[config.mk]
export PLATFORM = sky130hd
export DESIGN_NAME = multi_bank_tile_fetcher_flat
export DESIGN_NICKNAME = d
export VERILOG_FILES = /design/src/rtl/multi_bank_tile_fetcher_if.sv /design/src/rtl/multi_bank_tile_fetcher.sv /design/src/flat_wrapper.sv
export SDC_FILE = /design/constraint.sdc
export NUM_CORES = 1
export LEC_CHECK = 0
export BUFFER_PORTS_ARGS = -buffer_cell sky130_fd_sc_hd__buf_4
export CAP_MARGIN = 25
export CORE_AREA = 2 2 428 430
export DETAILED_ROUTE_END_ITERATION = 8
export DIE_AREA = 0 0 430 432
export PLACE_DENSITY = 0.5
export SLEW_MARGIN = 20
export SYNTH_ARGS = -nofsm -noshare
export SYNTH_HDL_FRONTEND = slang
export SYNTH_SLANG_ARGS = --single-unit
export TNS_END_PERCENT = 5
[constraint.sdc]
create_clock -name clk -period 9.3 [get_ports clk]
set_input_delay 0.93 -clock clk [delete_from_list [all_inputs] [get_ports clk]]
set_output_delay 0.93 -clock clk [all_outputs]
set_load 0.02 [all_outputs]
[src/rtl/multi_bank_tile_fetcher_if.sv]
// BRAM Port B read bus and output beat stream of the tile fetcher.
// master = fetch engine, slave = BRAM banks plus downstream consumer.
interface multi_bank_tile_fetcher_if #(
    parameter int ADDR_WIDTH = 11,
    parameter int DATA_WIDTH = 256,
    parameter int NUM_BANKS  = 3
);
    logic [NUM_BANKS-1:0]            bram_en;
    logic [ADDR_WIDTH-1:0]           bram_addr;
    logic [NUM_BANKS*DATA_WIDTH-1:0] bram_rdata;
    logic [DATA_WIDTH-1:0]           out_data;
    logic                            out_valid;
    logic                            out_ready;
    logic                            out_last;

    modport master (
        output bram_en, bram_addr, out_data, out_valid, out_last,
        input  bram_rdata, out_ready
    );

    modport slave (
        input  bram_en, bram_addr, out_data, out_valid, out_last,
        output bram_rdata, out_ready
    );
endinterface

[src/rtl/multi_bank_tile_fetcher.sv]
// Small synchronous FIFO with flush; head is shown combinationally (zero when empty).
// Latency: push visible at head the cycle after the write edge.
// Backpressure: none internally; the writer must never push when full.
module mbtf_fifo #(
    parameter int WIDTH = 8,
    parameter int DEPTH = 4
) (
    input  logic                     clk,
    input  logic                     rst_n,
    input  logic                     flush,
    input  logic                     push_vld,
    input  logic [WIDTH-1:0]         push_dat,
    input  logic                     pop_vld,
    output logic [WIDTH-1:0]         pop_dat,
    output logic                     empty,
    output logic [$clog2(DEPTH):0]   count
);
    localparam int PW = $clog2(DEPTH);
    localparam logic [PW-1:0] PTR_ONE = 1;
    localparam logic [PW:0]   CNT_ONE = 1;

    logic [WIDTH-1:0] mem [DEPTH];
    logic [PW-1:0]    wr_ptr;
    logic [PW-1:0]    rd_ptr;
    logic             do_pop;

    assign empty   = (count == '0);
    assign do_pop  = pop_vld && !empty;
    assign pop_dat = empty ? '0 : mem[rd_ptr];

    always_ff @(posedge clk) begin
        if (push_vld && !flush) begin
            mem[wr_ptr] <= push_dat;
        end
    end

    always_ff @(posedge clk or negedge rst_n) begin
        if (!rst_n) begin
            wr_ptr <= '0;
            rd_ptr <= '0;
            count  <= '0;
        end else if (flush) begin
            wr_ptr <= '0;
            rd_ptr <= '0;
            count  <= '0;
        end else begin
            if (push_vld) wr_ptr <= wr_ptr + PTR_ONE;
            if (do_pop)   rd_ptr <= rd_ptr + PTR_ONE;
            case ({push_vld, do_pop})
                2'b10:   count <= count + CNT_ONE;
                2'b01:   count <= count - CNT_ONE;
                default: count <= count;
            endcase
        end
    end
endmodule

// Strided multi-tile read engine over one of NUM_BANKS BRAMs, beats returned via output FIFO.
// Latency: first out_valid BRAM_LATENCY+1 cycles after the first issue; 1 beat/cycle when unstalled.
// Backpressure: out_ready stalls the FIFO; issue throttles so FIFO occupancy + in-flight never exceeds FIFO_DEPTH.
module multi_bank_tile_fetcher #(
    parameter int ADDR_WIDTH   = 11,
    parameter int DATA_WIDTH   = 256,
    parameter int NUM_BANKS    = 3,
    parameter int CNT_WIDTH    = 8,
    parameter int BRAM_LATENCY = 1,
    parameter int FIFO_DEPTH   = 4
) (
    input  logic                      clk,
    input  logic                      rst_n,
    input  logic                      start,
    input  logic                      abort,
    input  logic [1:0]                bank_sel,
    input  logic [ADDR_WIDTH-1:0]     cfg_base,
    input  logic [ADDR_WIDTH-1:0]     cfg_stride,
    input  logic [ADDR_WIDTH-1:0]     cfg_tile_stride,
    input  logic [CNT_WIDTH-1:0]      cfg_fetches,
    input  logic [CNT_WIDTH-1:0]      cfg_tiles,
    multi_bank_tile_fetcher_if.master bus,
    output logic                      tile_done,
    output logic                      busy,
    output logic                      done,
    output logic                      err
);
    typedef enum logic [1:0] {S_IDLE, S_FETCH, S_DRAIN} state_t;

    typedef struct packed {
        logic                  last;
        logic [DATA_WIDTH-1:0] data;
    } beat_t;

    localparam int OCC_W = $clog2(FIFO_DEPTH) + 1;
    localparam logic [OCC_W:0]     DEPTH_C = FIFO_DEPTH[OCC_W:0];
    localparam logic [CNT_WIDTH-1:0] CNT_ONE = 1;

    state_t state, state_nxt;

    logic [1:0]            bank_q;
    logic [ADDR_WIDTH-1:0] stride_q;
    logic [ADDR_WIDTH-1:0] tile_stride_q;
    logic [CNT_WIDTH-1:0]  fetches_q;
    logic [CNT_WIDTH-1:0]  tiles_q;
    logic [CNT_WIDTH-1:0]  fetch_cnt;
    logic [CNT_WIDTH-1:0]  tile_cnt;
    logic [ADDR_WIDTH-1:0] addr_acc;
    logic [ADDR_WIDTH-1:0] tile_base;
    logic                  done_q;
    logic                  err_q;

    logic [BRAM_LATENCY-1:0] vld_pipe;
    logic [BRAM_LATENCY-1:0] last_pipe;

    logic                  start_ok, bank_ok, cfg_nz;
    logic                  last_fetch, last_tile;
    logic                  issue, final_issue, pop, room, drain_done;
    logic [OCC_W-1:0]      occ, inflight;
    logic [OCC_W:0]        demand, capacity;
    logic                  fifo_empty;
    logic [DATA_WIDTH-1:0] rdata_sel;
    beat_t                 push_beat, head_beat;

    assign start_ok    = start && !abort && (state == S_IDLE);
    assign bank_ok     = (32'(bank_sel) < NUM_BANKS);
    assign cfg_nz      = (cfg_fetches != '0) && (cfg_tiles != '0);
    assign last_fetch  = (fetch_cnt == fetches_q - CNT_ONE);
    assign last_tile   = (tile_cnt == tiles_q - CNT_ONE);
    assign pop         = !fifo_empty && bus.out_ready;

    always_comb begin
        inflight = '0;
        for (int i = 0; i < BRAM_LATENCY; i++) begin
            inflight = inflight + {{(OCC_W-1){1'b0}}, vld_pipe[i]};
        end
    end

    // A same-cycle pop frees a slot, so capacity grows by one when popping.
    assign demand      = {1'b0, occ} + {1'b0, inflight};
    assign capacity    = DEPTH_C + {{OCC_W{1'b0}}, pop};
    assign room        = demand < capacity;
    assign issue       = (state == S_FETCH) && !abort && room;
    assign final_issue = issue && last_fetch && last_tile;
    assign drain_done  = (state == S_DRAIN) && (inflight == '0) && fifo_empty;

    always_ff @(posedge clk or negedge rst_n) begin
        if (!rst_n) state <= S_IDLE;
        else        state <= state_nxt;
    end

    always_comb begin
        state_nxt = state;
        if (abort) begin
            state_nxt = S_IDLE;
        end else begin
            case (state)
                S_IDLE:  if (start && bank_ok && cfg_nz) state_nxt = S_FETCH;
                S_FETCH: if (final_issue)                state_nxt = S_DRAIN;
                S_DRAIN: if (drain_done)                 state_nxt = S_IDLE;
                default:                                 state_nxt = S_IDLE;
            endcase
        end
    end

    always_ff @(posedge clk or negedge rst_n) begin
        if (!rst_n) begin
            bank_q        <= '0;
            stride_q      <= '0;
            tile_stride_q <= '0;
            fetches_q     <= '0;
            tiles_q       <= '0;
            fetch_cnt     <= '0;
            tile_cnt      <= '0;
            addr_acc      <= '0;
            tile_base     <= '0;
            done_q        <= 1'b0;
            err_q         <= 1'b0;
        end else begin
            done_q <= 1'b0;
            err_q  <= 1'b0;
            if (start_ok) begin
                if (!bank_ok) begin
                    err_q <= 1'b1;
                end else if (!cfg_nz) begin
                    done_q <= 1'b1;
                end else begin
                    bank_q        <= bank_sel;
                    stride_q      <= cfg_stride;
                    tile_stride_q <= cfg_tile_stride;
                    fetches_q     <= cfg_fetches;
                    tiles_q       <= cfg_tiles;
                    fetch_cnt     <= '0;
                    tile_cnt      <= '0;
                    addr_acc      <= cfg_base;
                    tile_base     <= cfg_base;
                end
            end else if (issue) begin
                // Running accumulators replace base + t*tile_stride + k*stride.
                if (last_fetch) begin
                    fetch_cnt <= '0;
                    tile_cnt  <= tile_cnt + CNT_ONE;
                    tile_base <= tile_base + tile_stride_q;
                    addr_acc  <= tile_base + tile_stride_q;
                end else begin
                    fetch_cnt <= fetch_cnt + CNT_ONE;
                    addr_acc  <= addr_acc + stride_q;
                end
            end
        end
    end

    always_ff @(posedge clk or negedge rst_n) begin
        if (!rst_n) begin
            vld_pipe  <= '0;
            last_pipe <= '0;
        end else if (abort) begin
            vld_pipe  <= '0;
            last_pipe <= '0;
        end else begin
            vld_pipe[0]  <= issue;
            last_pipe[0] <= last_fetch;
            for (int i = 1; i < BRAM_LATENCY; i++) begin
                vld_pipe[i]  <= vld_pipe[i-1];
                last_pipe[i] <= last_pipe[i-1];
            end
        end
    end

    always_comb begin
        rdata_sel = '0;
        for (int b = 0; b < NUM_BANKS; b++) begin
            if (bank_q == 2'(b)) rdata_sel = bus.bram_rdata[b*DATA_WIDTH +: DATA_WIDTH];
        end
    end

    always_comb begin
        push_beat.last = last_pipe[BRAM_LATENCY-1];
        push_beat.data = rdata_sel;
    end

    mbtf_fifo #(
        .WIDTH ($bits(beat_t)),
        .DEPTH (FIFO_DEPTH)
    ) u_out_fifo (
        .clk      (clk),
        .rst_n    (rst_n),
        .flush    (abort),
        .push_vld (vld_pipe[BRAM_LATENCY-1]),
        .push_dat (push_beat),
        .pop_vld  (pop),
        .pop_dat  (head_beat),
        .empty    (fifo_empty),
        .count    (occ)
    );

    always_comb begin
        bus.bram_en = '0;
        for (int b = 0; b < NUM_BANKS; b++) begin
            if (issue && (bank_q == 2'(b))) bus.bram_en[b] = 1'b1;
        end
    end

    assign bus.bram_addr = addr_acc;
    assign bus.out_valid = !fifo_empty;
    assign bus.out_data  = head_beat.data;
    assign bus.out_last  = head_beat.last;

    assign tile_done = pop && head_beat.last;
    assign busy      = (state != S_IDLE);
    assign done      = (drain_done && !abort) || done_q;
    assign err       = err_q;
endmodule

[src/flat_wrapper.sv]
// flat-port wrapper written by rule: the top's interface ports become plain ports
module multi_bank_tile_fetcher_flat 
#(
    parameter int ADDR_WIDTH   = 11,
    parameter int DATA_WIDTH   = 256,
    parameter int NUM_BANKS    = 3,
    parameter int CNT_WIDTH    = 8,
    parameter int BRAM_LATENCY = 1,
    parameter int FIFO_DEPTH   = 4
)
  (clk, rst_n, start, abort, bank_sel, cfg_base, cfg_stride, cfg_tile_stride, cfg_fetches, cfg_tiles, tile_done, busy, done, err, bus_bram_en, bus_bram_addr, bus_out_data, bus_out_valid, bus_out_last, bus_bram_rdata, bus_out_ready);
  multi_bank_tile_fetcher_if #(.ADDR_WIDTH(ADDR_WIDTH), .DATA_WIDTH(DATA_WIDTH), .NUM_BANKS(NUM_BANKS)) bus_i ();
  input  logic clk;
  input  logic rst_n;
  input  logic start;
  input  logic abort;
  input  logic [1:0] bank_sel;
  input  logic [ADDR_WIDTH-1:0] cfg_base;
  input  logic [ADDR_WIDTH-1:0] cfg_stride;
  input  logic [ADDR_WIDTH-1:0] cfg_tile_stride;
  input  logic [CNT_WIDTH-1:0] cfg_fetches;
  input  logic [CNT_WIDTH-1:0] cfg_tiles;
  output logic tile_done;
  output logic busy;
  output logic done;
  output logic err;
  output wire logic [$bits(bus_i.bram_en)-1:0] bus_bram_en;
  output wire logic [$bits(bus_i.bram_addr)-1:0] bus_bram_addr;
  output wire logic [$bits(bus_i.out_data)-1:0] bus_out_data;
  output wire logic [$bits(bus_i.out_valid)-1:0] bus_out_valid;
  output wire logic [$bits(bus_i.out_last)-1:0] bus_out_last;
  input wire logic [$bits(bus_i.bram_rdata)-1:0] bus_bram_rdata;
  input wire logic [$bits(bus_i.out_ready)-1:0] bus_out_ready;
  assign bus_bram_en = bus_i.bram_en;
  assign bus_bram_addr = bus_i.bram_addr;
  assign bus_out_data = bus_i.out_data;
  assign bus_out_valid = bus_i.out_valid;
  assign bus_out_last = bus_i.out_last;
  assign bus_i.bram_rdata = bus_bram_rdata;
  assign bus_i.out_ready = bus_out_ready;
  multi_bank_tile_fetcher #(.ADDR_WIDTH(ADDR_WIDTH), .DATA_WIDTH(DATA_WIDTH), .NUM_BANKS(NUM_BANKS), .CNT_WIDTH(CNT_WIDTH), .BRAM_LATENCY(BRAM_LATENCY), .FIFO_DEPTH(FIFO_DEPTH)) u_core (.clk(clk), .rst_n(rst_n), .start(start), .abort(abort), .bank_sel(bank_sel), .cfg_base(cfg_base), .cfg_stride(cfg_stride), .cfg_tile_stride(cfg_tile_stride), .cfg_fetches(cfg_fetches), .cfg_tiles(cfg_tiles), .bus(bus_i), .tile_done(tile_done), .busy(busy), .done(done), .err(err));
endmodule
Word-level counts from Yosys, hierarchy flattened
Memories as Yosys holds them, arrays and structs flattened.
Cells that the tools add are included.
Widths: inputs -> output; s select.
{"block": "op_classes", "addsub": 12, "n_lt_le_gt_ge": 2, "n_eq_ne": 13, "mux": 43, "reduce_logical": 38}
{"op": "$mux 256", "count": 3}
{"op": "$mux 257", "count": 1}
{"op": "$mux 11", "count": 8}
{"op": "$mux 8", "count": 8}
{"op": "$add 11x11->11", "count": 2}
{"op": "$logic_and 1x1->1", "count": 19}
{"op": "$add 8x1->8 const B", "count": 2}
{"op": "$eq 8x8->1", "count": 2}
{"op": "$mux 2", "count": 8}
{"op": "$reduce_bool 8->1", "count": 2}
{"op": "$sub 8x1->8 const B", "count": 2}
{"op": "$mux 1", "count": 12}
{"op": "$reduce_bool 2->1", "count": 5}
{"op": "$reduce_and 3->1", "count": 3}
{"op": "$eq 2x1->1 const B", "count": 3}
{"op": "$eq 2x2->1 const B", "count": 3}
{"op": "$logic_not 3->1", "count": 2}
{"op": "$ne 3x2->1 const B", "count": 2}
{"op": "$pmux 2 s3", "count": 1}
{"op": "$pmux 3 s2", "count": 1}
{"op": "$add 2x1->2 const B", "count": 2}
{"op": "$add 3x1->4", "count": 1}
{"op": "$add 3x1->4 const A", "count": 1}
{"op": "$logic_not 2->1", "count": 2}
{"op": "other kinds (11)", "count": 13}
{"block": "totals", "ff_bits": 91, "ramBits": 1028, "inputBits": 824, "out_inout_bits": 276, "wordCells": 126, "memories": 1}
{"memory": "u_core.u_out_fifo.mem", "words": 4, "width": 257, "read_ports": 1, "rd_clocked_by_memory_dff": 0, "write_ports": 1, "line": "multi_bank_tile_fetcher.sv:22", "text": "logic [WIDTH-1:0] mem [DEPTH];"}

Longest topological paths before layout
{"block": "logic_depth", "ltp_word": 11, "depth_mapped": 10, "depth_no_buf": 10}

Modules after synthesis
A second synthesis with hierarchy kept.
{"block": "hier_totals", "cells_unflattened": 3116, "area_unflattened_um2": 49551.3}
{"mod": "mbtf_fifo", "instances": 1, "cells_per_inst": 1677, "area_per_inst_um2": 39316.5, "seq_area_each_um2": 31044.8}
{"mod": "multi_bank_tile_fetcher", "instances": 1, "cells_per_inst": 1439, "area_per_inst_um2": 10234.8, "seq_area_each_um2": 2102.0}

Least setup slack after synthesis
Ideal clock, no wire load.
{"block": "synth_timing", "kind": "input -> register", "start": "in abort", "end": "mem u_core.u_out_fifo.mem[0][0] (netlist name), enable pin", "setup_time_ns": 0.652, "t_arrival_ns": 7.174, "required_ns": 8.648, "setup_slack_ns": 1.475, "path_stages": 3, "path_buffers": 1, "path_cell_list": "buf_1 -> nor2b_1 -> and2_1"}
{"block": "synth_via", "elab_chain_len": 4}
{"item": "from (decl)", "line": "flat_wrapper.sv:16", "text": "input logic abort;"}
{"item": "$logic_not 1->1", "line": "multi_bank_tile_fetcher.sv:32", "text": "if (push_vld && !flush) begin"}
{"item": "$logic_and 1x1->1", "line": "multi_bank_tile_fetcher.sv:32"}
{"item": "$mux 1", "line": "multi_bank_tile_fetcher.sv:32"}
{"item": "$mux 1 (implied by the code)", "line": "multi_bank_tile_fetcher.sv:33", "text": "mem[wr_ptr] <= push_dat;"}
{"item": "to (decl)", "line": "multi_bank_tile_fetcher.sv:22"}
No other way between the ends.

Final worst setup path
{"block": "layout_timing", "start": "reg u_core.u_out_fifo.rd_ptr[0]", "end": "out bus_out_data[79]"}
{"block": "layout_via", "elab_chain_len": 2}
{"item": "from (decl)", "line": "multi_bank_tile_fetcher.sv:24", "text": "logic [PW-1:0] rd_ptr;"}
{"item": "from (signal assigned)", "line": "multi_bank_tile_fetcher.sv:48", "text": "if (do_pop) rd_ptr <= rd_ptr + PTR_ONE;"}
{"item": "$mem_v2 4x257"}
{"item": "$mux 257", "line": "multi_bank_tile_fetcher.sv:29", "text": "assign pop_dat = empty ? '0 : mem[rd_ptr];"}
{"item": "to (decl)", "line": "flat_wrapper.sv:29", "text": "output wire logic [$bits(bus_i.out_data)-1:0] bus_out_data;"}
No other way between the ends.

==> run metrics <==
Hold Path Class=in -> async; first-pass GRT wire length=221.3 mm; WP data arrival=3.95 ns; buffer and inverter count on the worst path=3; post-DR vias/cell=4.613; Yosys cell types=55; wl on met1=62.46 mm; register area=0.03316 mm²; Inserted Clock Buffers=120; max layer used=met5; setup violators final=0; Final min period=4.876 ns; Setup crit end kind=output port; Clk Latency, worst-skew pair=0.76 ns; Area Growth Syn to Fin=30.23%; depth of the CTS H-tree=3; total gr overflow=0; period utilization=52.44%; post-synthesis sequential area ratio=67.12%; Pwr per Cell Area=261.2 mW/mm²; DIE WIDTH=430 µm; wirelength, routed=154.8 mm; Worst path slowest cell=dfrtp_4; CP Cell Sequence=buf_4 -> buf_12 -> mux4_2 -> and2_1 -> buf_4; Leakage Power=23.43 nW; vias in the first global route=31.70k; crit-path max FO=87; status=finished clean; DRT antenna net count=0; # resized after CTS=0; Fillers=17.50k; required time of the critical path=8.37 ns; Multi-input gate area=0.01539 mm²; Site Rows=157; critical path class=reg -> out; met2 wire length=76.92 mm; initial antenna violation count=17; HPWL Detailed=105.6 mm; RSZ-0062 raised after global routing=no; relative slew slack=20.57%; post-synthesis area per instance=15.81 µm²; Synth Cell Area=0.04939 mm²; fin. max-slew vios=0; Initial Utilization=27.18%; die height=432 µm; DRC viols=0; Post-synth EDFFs=1028; I/O pin count=1100; via count of the routed design=30.80k; Nets=5037; Worst-path clk slew=0.07 ns; Synth Flop Type=edfxtp_1; syn nets=3980; Most common cell on crit path=buf_4; layout cells sized above 1=37.47%; post-CTS setup buffer count=0; die area=0.1858 mm²; metal3 WL=10.81 mm; Seq cells post-synth=1119; Synth Instances=3123; final hold slack=0.1456 ns; Clock Skew=0.02562 ns; number of max-cap violations=0; Root Driver=clkbuf_16; CTS max path bufs=3; startpoint class of the critical path=flop; WL per Instance=23.18 µm; core region area=0.1817 mm²; # clock sinks=1119; Initial DRT Pass Iterations=5; GP Congestion=0.8790; Peak VDD IR=0.1881 mV; initial detailed-routing violation count=1903; cell class contributing the biggest share of worst-path delay=buffers and inverters; largest net degree at the start of global routing=135; Final Hold Fails=0; FMAX=205.1 MHz; PortBufs=1099; setup_tns=0 ns; Ys Warns=0; CTS tree=built; FFs w/ async S/R, synth=8.132%; Slew @ Worst Pin=1.192 ns; hold_buf cts=0; aggregate global-route resource usage=16.13%; crit-path max cell delay=0.83 ns
-- final timing paths --
check,cells past startpoint,slack [ns],endpoint,startpoint
worst max-delay path,5,4.42,bus_out_data[79],u_core.u_out_fifo.rd_ptr[0]
worst min-delay path,1,0.15,u_core.tile_stride_q[5],rst_n
worst max register to register,4,5.52,u_core.u_out_fifo.mem[2][111],u_core.bank_q[0]
worst min register to register,2,0.48,u_core.tile_stride_q[9],u_core.tile_stride_q[9]
max in group asynchronous,2,7.95,u_core.bank_q[1],rst_n
min in group clk,3,0.36,u_core.tile_stride_q[9],cfg_tile_stride[9]
-- power by group --
group          total [mW]  switching (mW)  internal (mW)  leakage, nW
clock network        4.82            2.02           2.80         1.93
registers            6.06           0.170           5.89         10.4
logic                5.92            3.47           2.44         11.1
total                16.8            5.67           11.1         23.4
-- layout make-up --
cell class	instances	area share (%)
antenna	11	0.04280
clock buffer	151	4.930
clock inverter	72	1.222
inverter	23	0.1342
multi-input combinational	1779	23.93
sequential	1119	51.56
tap	2385	4.640
timing repair buffer	1137	13.54
-- sequential cells by signal (all words and copies together), names as in the netlist, 3 cells and up --
| name | count |
|---|---|
| u_core.u_out_fifo.mem | 1028 |
| u_core.bus.bram_addr | 11 |
| u_core.stride_q | 11 |
| u_core.tile_base | 11 |
| u_core.tile_stride_q | 11 |
| u_core.fetch_cnt | 8 |
| u_core.fetches_q | 8 |
| u_core.tile_cnt | 8 |
| u_core.tiles_q | 8 |
| u_core.u_out_fifo.count | 3 |
-- through the flow --
stage	setup slack (ns)	instance area (µm²)	power, mW	instances	util, %
after global routing	4.084	64310	17.65	6676	35.39
after detailed placement	5.168	60330	12.24	6443	33.20
final	4.424	64310	16.80	6677	35.39
after global placement	5.185	60330	12.21	6443	33.20
after floorplan	1.475	49390	9.577	3123	-
after CTS	4.247	64290	17.14	6666	35.38
-- synthesized netlist by cell type, types with 4 or more instances --
cell type | n | area [µm²]
nor3b_1 | 4 | 30.03
xor2_1 | 22 | 192.7
o21ai_0 | 277 | 1386
buf_1 | 18 | 67.56
inv_1 | 23 | 86.33
nor2b_1 | 8 | 50.05
o22ai_1 | 10 | 62.56
a21oi_1 | 22 | 110.1
clkbuf_1 | 154 | 578.1
ha_1 | 30 | 375.4
o21a_1 | 4 | 30.03
nand2_1 | 400 | 1501
edfxtp_1 | 1028 | 30870
mux4_2 | 258 | 5811
nor3_1 | 10 | 50.05
nor4_1 | 8 | 50.05
nor4_4 | 4 | 85.08
nand4_1 | 12 | 75.07
o31ai_1 | 4 | 30.03
and2_1 | 264 | 1652
dfrtp_1 | 91 | 2277
buf_2 | 28 | 140.1
nand3_1 | 18 | 90.09
xnor2_1 | 30 | 262.8
nor2_1 | 63 | 236.5
a21o_1 | 4 | 30.03
mux2i_1 | 269 | 2693
a31oi_1 | 10 | 62.56
a221oi_1 | 7 | 61.31
mux2_2 | 4 | 45.04
-- worst reg2reg max path, delay by kind of cell, from the launching register on --
| kind | cells | cell delay, ns |
|---|---|---|
| buffers and inverters | 2 | 1.61 |
| flip-flops | 1 | 0.94 |
| AO/OA/AOI/OAI | 1 | 0.70 |
| multiplexers | 1 | 0.21 |
-- kinds of logic after synthesis --
kind of cell,synth area share (%)
AO/OA/AOI/OAI,3.886
AND/OR/NAND/NOR,8.079
buffers and inverters,1.804
XOR/XNOR,0.9222
multiplexers,17.31
adder cells (fa/ha/maj),0.8817
flip-flops,67.12
-- per-layer routing --
| layer | GRT usage (%) | vias up |
|---|---|---|
| met5 | 0 | - |
| met4 | 5.795 | 6 |
| met3 | 4.523 | 206 |
| met2 | 27.09 | 885 |
| met1 | 19.81 | 15626 |
| li1 | - | 14079 |
-- cell usage in the layout, fill, tap and decap left out, types with 61 or more instances in the layout --
master     synthesis  routed
nand2_1          400     400
buf_4              1    1123
clkbuf_16          0     121
edfxtp_1        1028    1028
nor2_1            63      61
mux4_2           258     258
and2_1           264     260
mux2i_1          269     269
o21ai_0          277     277
dfrtp_1           91      87
(Power assumes the default switching activity.)
